`config.mk`:
```
export PLATFORM = sky130hd
export DESIGN_NAME = digipot_sched
export DESIGN_NICKNAME = d
export VERILOG_FILES = /design/src/rtl/digipot_sched.sv
export SDC_FILE = /design/constraint.sdc
export NUM_CORES = 1
export LEC_CHECK = 0
export ABC_CLOCK_PERIOD_IN_PS = 5000
export BUFFER_PORTS_ARGS = -buffer_cell sky130_fd_sc_hd__buf_2
export CORE_MARGIN = 2
export CORE_UTILIZATION = 55
export DETAILED_ROUTE_END_ITERATION = 10
export PLACE_DENSITY = 0.89
export SYNTH_ARGS = -nofsm -noshare
export SYNTH_HDL_FRONTEND = slang
export SYNTH_SLANG_ARGS = --single-unit
export TNS_END_PERCENT = 10
```
`constraint.sdc`:
```
create_clock -name clk -period 5 [get_ports clk]
set_input_delay 1.25 -clock clk [delete_from_list [all_inputs] [get_ports clk]]
set_output_delay 1.25 -clock clk [all_outputs]
set_load 0.01 [all_outputs]
```
`src/rtl/digipot_sched.sv`:
```
// digipot_sched: owns the three digipot wiper shadows and serialises their
// programming through the shared Digipot_ctrl (mux/dato/ctrl), one transfer
// at a time, with round-robin arbitration among pending channels.
//
// state | meaning
// ------+---------------------------------------------------------------
// IDLE  | no transfer; grant the next pending channel if any
// SETUP | mux/dato settle for one clock, ctrl held high
// START | ctrl low for PULSE_CYCLES clocks (start strobe)
// WAIT  | ctrl high for XFER_CYCLES clocks while the serializer shifts
module digipot_sched #(
    parameter int          XFER_CYCLES  = 80,
    parameter int          PULSE_CYCLES = 1,
    parameter logic [7:0]  SHADOW_INIT  = 8'h80,
    parameter bit          INIT_LOAD    = 1'b1
) (
    input  logic       clk,
    input  logic       rst_n,
    input  logic       wr_en,
    input  logic [1:0] wr_addr,
    input  logic [7:0] wr_data,
    input  logic       refresh,
    input  logic [1:0] rd_addr,
    output logic [7:0] rd_data,
    output logic [1:0] mux,
    output logic       ctrl,
    output logic [7:0] dato,
    output logic       busy,
    output logic [2:0] pending
);

    localparam int CNT_MAX = (XFER_CYCLES > PULSE_CYCLES) ? XFER_CYCLES : PULSE_CYCLES;
    localparam int CW      = $clog2(CNT_MAX + 1);

    typedef enum logic [1:0] {
        IDLE  = 2'd0,
        SETUP = 2'd1,
        START = 2'd2,
        WAIT  = 2'd3
    } state_t;

    state_t        state, state_nx;
    logic [CW-1:0] cnt, cnt_nx;
    logic [7:0]    shadow [3];
    logic [1:0]    rr_ptr;
    logic          grant_vld;
    logic [1:0]    grant_ch;
    logic          grant_take;
    logic          wr_hit;
    logic [2:0]    set_mask;
    logic [2:0]    clr_mask;
    logic [1:0]    cand0, cand1, cand2;

    function automatic logic [1:0] next_ch(input logic [1:0] c);
        return (c == 2'd2) ? 2'd0 : c + 2'd1;
    endfunction

    assign wr_hit   = wr_en && (wr_addr != 2'd3);
    assign set_mask = {3{refresh}} | (wr_hit ? (3'b001 << wr_addr) : 3'b000);
    assign clr_mask = grant_take ? (3'b001 << grant_ch) : 3'b000;

    assign ctrl    = (state != START);
    assign busy    = (state != IDLE);
    assign rd_data = (rd_addr == 2'd3) ? 8'h00 : shadow[rd_addr];

    // Round-robin search for the first pending channel after rr_ptr.
    always_comb begin
        grant_vld = 1'b0;
        grant_ch  = 2'd0;
        cand0     = next_ch(rr_ptr);
        cand1     = next_ch(cand0);
        cand2     = next_ch(cand1);
        if (pending[cand0]) begin
            grant_vld = 1'b1;
            grant_ch  = cand0;
        end else if (pending[cand1]) begin
            grant_vld = 1'b1;
            grant_ch  = cand1;
        end else if (pending[cand2]) begin
            grant_vld = 1'b1;
            grant_ch  = cand2;
        end
    end

    // Next-state and phase counter; counter reloads on every state entry.
    always_comb begin
        state_nx   = state;
        cnt_nx     = cnt;
        grant_take = 1'b0;
        case (state)
            IDLE: begin
                if (grant_vld) begin
                    grant_take = 1'b1;
                    state_nx   = SETUP;
                    cnt_nx     = '0;
                end
            end
            SETUP: begin
                state_nx = START;
                cnt_nx   = CW'(PULSE_CYCLES - 1);
            end
            START: begin
                if (cnt == '0) begin
                    state_nx = WAIT;
                    cnt_nx   = CW'(XFER_CYCLES - 1);
                end else begin
                    cnt_nx = cnt - 1'b1;
                end
            end
            WAIT: begin
                if (cnt == '0) begin
                    state_nx = IDLE;
                    cnt_nx   = '0;
                end else begin
                    cnt_nx = cnt - 1'b1;
                end
            end
            default: begin
                state_nx = IDLE;
                cnt_nx   = '0;
            end
        endcase
    end

    // State register and phase counter.
    always_ff @(posedge clk or negedge rst_n) begin
        if (!rst_n) begin
            state <= IDLE;
            cnt   <= '0;
        end else begin
            state <= state_nx;
            cnt   <= cnt_nx;
        end
    end

    // Grant side effects: latch channel/value and advance the round-robin pointer.
    always_ff @(posedge clk or negedge rst_n) begin
        if (!rst_n) begin
            mux    <= 2'd0;
            dato   <= 8'h00;
            rr_ptr <= 2'd2;
        end else if (grant_take) begin
            mux    <= grant_ch;
            dato   <= shadow[grant_ch];
            rr_ptr <= grant_ch;
        end
    end

    // Pending flags: a write or refresh set beats a same-edge grant clear.
    always_ff @(posedge clk or negedge rst_n) begin
        if (!rst_n) begin
            pending <= INIT_LOAD ? 3'b111 : 3'b000;
        end else begin
            pending <= (pending & ~clr_mask) | set_mask;
        end
    end

    // Shadow registers written by the EPP decoder.
    always_ff @(posedge clk or negedge rst_n) begin
        if (!rst_n) begin
            for (int i = 0; i < 3; i++) begin
                shadow[i] <= SHADOW_INIT;
            end
        end else if (wr_hit) begin
            shadow[wr_addr] <= wr_data;
        end
    end

endmodule

```
After elaboration in Yosys (flattened, before gate mapping)
Cells that the tools add are included.
{"block": "totals", "ff_bits": 48, "in_bits": 16, "out_inout_bits": 23}
{"block": "classes", "reduce_logical": 6, "add_sub_neg": 4, "shift": 2, "bitwise_logic": 7, "magnitude_cmp": 7, "n_eq_ne": 12, "muxes": 37}
{"operator": "2-to-1 mux 8 bit", "n": 6}
{"operator": "binary-select mux 8 bit (select 2 bit)", "n": 2}
{"operator": "one-hot mux 7 bit (4 select lines)", "n": 1}
{"operator": "bitwise mux 24 bit", "n": 1}
{"operator": "2-to-1 mux 7 bit", "n": 3}
{"operator": "2-to-1 mux 2 bit", "n": 9}
{"operator": "demux 8 bit (select 2 bit)", "n": 1}
{"operator": "== test 2 bit (second input constant)", "n": 6}
{"operator": "inequality test 2 bit (second input constant)", "n": 5}
{"operator": ">= comparator 3 bit (second input constant)", "n": 3}
{"operator": "< comparator 2 x 3 -> 1 bit (second input constant)", "n": 3}
{"operator": "NOT 2 -> 3 bit", "n": 3}
{"operator": "2-to-1 mux 1 bit", "n": 8}
{"operator": "one-hot mux 2 bit (4 select lines)", "n": 1}
{"operator": "zero test 7 bit", "n": 1}
{"operator": "subtractor 7 x 1 -> 7 bit (second input constant)", "n": 1}
{"operator": "adder 2 x 1 -> 2 bit (second input constant)", "n": 3}
{"operator": "binary-select mux 1 bit (select 2 bit)", "n": 3}
{"operator": "2-to-1 mux 3 bit", "n": 2}
{"operator": "bitwise OR 3 bit", "n": 2}
{"operator": "<< shifter 1 x 2 -> 3 bit (first input constant)", "n": 2}
{"operator": "AND 3 bit", "n": 1}
{"operator": "< comparator 3 x 1 -> 1 bit (second input constant)", "n": 1}
{"operator": "NOT 3 bit", "n": 1}
{"operator": "other kinds (5)", "n": 6}

Depth between registers and ports, before layout
{"block": "depth", "depth_word": 17, "mapped_depth": 7, "depth_no_buf": 6}

Worst setup path before layout
No wires, ideal clock.
{"block": "synth_timing", "path_kind": "in2out", "start": "input rd_addr[1]", "end": "output rd_data[0]", "stages": 5, "arrival_time_ps": 2091, "slack_ps": 1659, "cell_sequence": "clkbuf_1 > nor2b_1 > clkbuf_1 > nand2_1 > o21ai_0"}
{"block": "synth_via", "elab_chain_len": 5}
{"element": "from (decl)", "line_no": "23", "rtl": "input logic [1:0] rd_addr,"}
{"element": "NOT 2 -> 3 bit (not written as such)", "line_no": "64", "rtl": "assign rd_data = (rd_addr == 2'd3) ? 8'h00 : shadow[rd_addr];"}
{"element": "binary-select mux 8 bit (select 2 bit)", "line_no": "64"}
{"element": "2-to-1 mux 8 bit (not written as such) (2 in series)", "line_no": "64"}
{"element": "2-to-1 mux 8 bit (*)", "line_no": "64"}
{"element": "to (decl)", "line_no": "24", "rtl": "output logic [7:0] rd_data,"}
Every way passes the cells marked *; elsewhere a longest branch is shown, timed or not. The select of a mux whose other input is x is not followed.

Final worst setup path
{"block": "layout_timing", "start": "input rd_addr[1]", "end": "output rd_data[2]"}
Same word-level chain as after synthesis.

==> impl_results.md <==
* Status: completed
* Std-Cell Rows at 23
* Reg power frac at 38.6%
* CTS buffer count at 5
* Synth-to-Final Area Change at 14.82%
* Relative slew slack at 31.66%
* #FFs+latches synth at 47
* Via count at 1945
* Most common cell after layout, fill and taps aside: nand2_1
* Die H at 69.43 µm
* Setup-failing EPs final at 0
* Most used DFF post-synth: dfrtp_1
* Worst-margin pin slew at 1.025 ns
* Mean Syn Cell Area at 9.894 µm²
* CP endpoint kind: output port
* Total Wirelength at 5.408 mm
* Grt ovf at 0
* PnR Total Power at 1.538 mW
* P_sw at 0.6029 mW
* First-pass GRT wire length at 9.025 mm
* # IOs at 39
* Top-area cell type share of the netlist area at 42.51%
* Final Non-Filler Cells at 330
* DP Worst Slack at 1.399 ns
* Ratio of cells with drive above 1 in the final layout at 24.64%
* H-tree Lvls at 2
* Minimum clock period at 3.610 ns
* R2r startpoint: state[0]
* Largest net degree at the start of global routing at 48
* Syn. warnings at 0
* Most frequent cells in the layout: nand2_1, dfrtp_1, buf_2
* Die width at 69.43 µm
* DP Wirelength at 3.695 mm
* Number of global-route vias before repair at 1918
* CP Buf/Inv Count at 2
* Post-synth EDFFs at 0
* Setup Fix Bufs, Post-CTS at 0
* CTS tree: built
* Final core occ at 66.64%
* Mapped Nets at 260
* Crit path from: rd_addr[1]
* Combinational share of power at 43.1%
* Crit path top cell by count: buf_2
* Nets at 301
* Unrepaired setup endpoints after global routing: false
* Detailed Routing Iterations Pass 1 at 4
* Placed instance area at 2591 µm²
* Core ar. at 4058 µm²
* Die area at 4821 µm²
* Worst path required time at 3.75 ns
* GRT Total Usage at 23.59%
* Placed cell count at 322
* Clock Latency Late Sink at 0.31 ns
* Final hold vios at 0
* Max Slew Vio Count at 0
* Worst Path Arrival at 2.36 ns
* Static Leak at 1.352 nW
* Slack of the critical path at 1.390 ns
* Worst-path clk slew at 0.09 ns
* Initial Util at 58.03%
* Crit Path Category: in -> out
* Post-CTS sizing at 0
* CP Launch Type: input port
* Slowest-stage cell, CP: nor2b_1
* CP max stage delay at 0.53 ns
* Cells after Synth at 238
* Cell Area, Synth at 2355 µm²
* CTS Hold Bufs at 0
* Worst hold path type: reg -> reg
* Yosys top cell by area: dfrtp_1
* Crit-path cells: buf_2 -> nor2b_1 -> nand2_1 -> o21ai_0 -> buf_2
* Wire per inst at 16.39 µm
* ANT cells at 0
* Post-route DRC at 0
* CTS root buffer: clkbuf_8
* Unique masters post-synth at 39
* Seq/Total Area, Yosys at 50.32%
* Clock Path Buffers at 2
* Sw Share at 39.20%
* Routed Antenna Nets at 0
* Worst-path fanout max at 9
* Clk pwr share at 18.3%
* Fraction of registers with async set/reset at 100.0%
* Clock Skews at 0.01200 ns
* Internal Power at 0.9350 mW
* Max Cap Viol at 0
* Top delay family on crit path: simple AND/OR/NAND/NOR gates
* F_max at 277.0 MHz
* Vias per cell at 5.894
* Final setup TNS at 0 ns
* Maximum vdd ir drop at 247.5 µV
* Final hold slack at 0.4809 ns
* Clock Sinks at 47
* Fin area at 2704 µm²
* Most area-consuming cells after synthesis: dfrtp_1, nand2_1, dfstp_2, mux2i_1, mux2_2
* Hold Crit Start: shadow[7]
* Initial antenna violation count at 0
* 1st-iter DRT viols at 160
* RD Place Congestion at 0.8495
* IO Port Bufs at 38
* Cell Pwr Density at 568.8 nW/µm²
* Final period util at 72.19%
## sequential cells by signal (all words and copies together), names as in the netlist
signal   cells
cnt          7
dato         8
mux          2
pending      3
rr_ptr       1
shadow      24
state        2
## logic make-up after synthesis
group | count (synthesis) | synth area share, %
xor+xnor | 2 | 0.7440
buf+inv | 17 | 3.241
flops | 47 | 50.32
mux | 26 | 11.53
fa+ha+maj | 6 | 3.188
compound gates | 46 | 13.12
simple gates | 94 | 17.85
## tightest hold or removal path, stage by stage, from the launching register on
cell and delay (ns):
dfstp_2 0.39, nand2_1 0.05, nand2_1 0.05
## cell usage after synthesis (2+ instances only)
| cell type | number |
|---|---|
| nand2_1 | 65 |
| dfrtp_1 | 40 |
| mux2i_1 | 17 |
| o21ai_0 | 17 |
| mux2_2 | 9 |
| a32oi_1 | 8 |
| inv_1 | 8 |
| nor2_1 | 8 |
| dfstp_2 | 7 |
| ha_1 | 6 |
| a21oi_1 | 5 |
| clkbuf_1 | 4 |
| a31oi_1 | 3 |
| nand3_1 | 3 |
| nand3b_1 | 3 |
| nor2b_1 | 3 |
| o22a_1 | 3 |
| a211o_1 | 2 |
| a21o_1 | 2 |
| a41oi_1 | 2 |
| clkinv_1 | 2 |
| nor3_1 | 2 |
| nor3b_2 | 2 |
| or3_1 | 2 |
## worst paths after layout
| path | end | slack (ns) | cells past startpoint |
|---|---|---|---|
| max | rd_data[2] | 1.39 | 5 |
| min | shadow[7] | 0.48 | 2 |
| max reg2reg | state[1] | 3.14 | 6 |
| min reg2reg | shadow[7] | 0.48 | 2 |
| max in group asynchronous | shadow[14] | 3.25 | 1 |
| min in group asynchronous | cnt[1] | 1.11 | 1 |
## layout make-up
type                       count  area (µm²)
multi-input combinational    174        1094
timing repair buffer          41       212.7
clock buffer                   5       68.82
tap                           50       62.56
inverter                      10       37.54
sequential                    47        1185
clock inverter                 3       43.79
fill                         314        1354
## metal layers
metal	up-vias	global-route usage, %	wire length, µm
met5	-	0	0
met2	71	37.50	2651
met3	9	4.942	348
met1	949	31.92	2318
li1	916	-	-
met4	0	8.932	91
## power groups by stage
stage               Sequential (mW)  Combinational, mW  Clock, mW
floorplan                     0.593              0.466          0
global placement              0.594              0.626          0
detailed placement            0.597              0.660          0
CTS                           0.591              0.664      0.285
global route                  0.608              0.732      0.301
finish                        0.594              0.663      0.281
No activity file was read; power rests on OpenSTA's default activity.
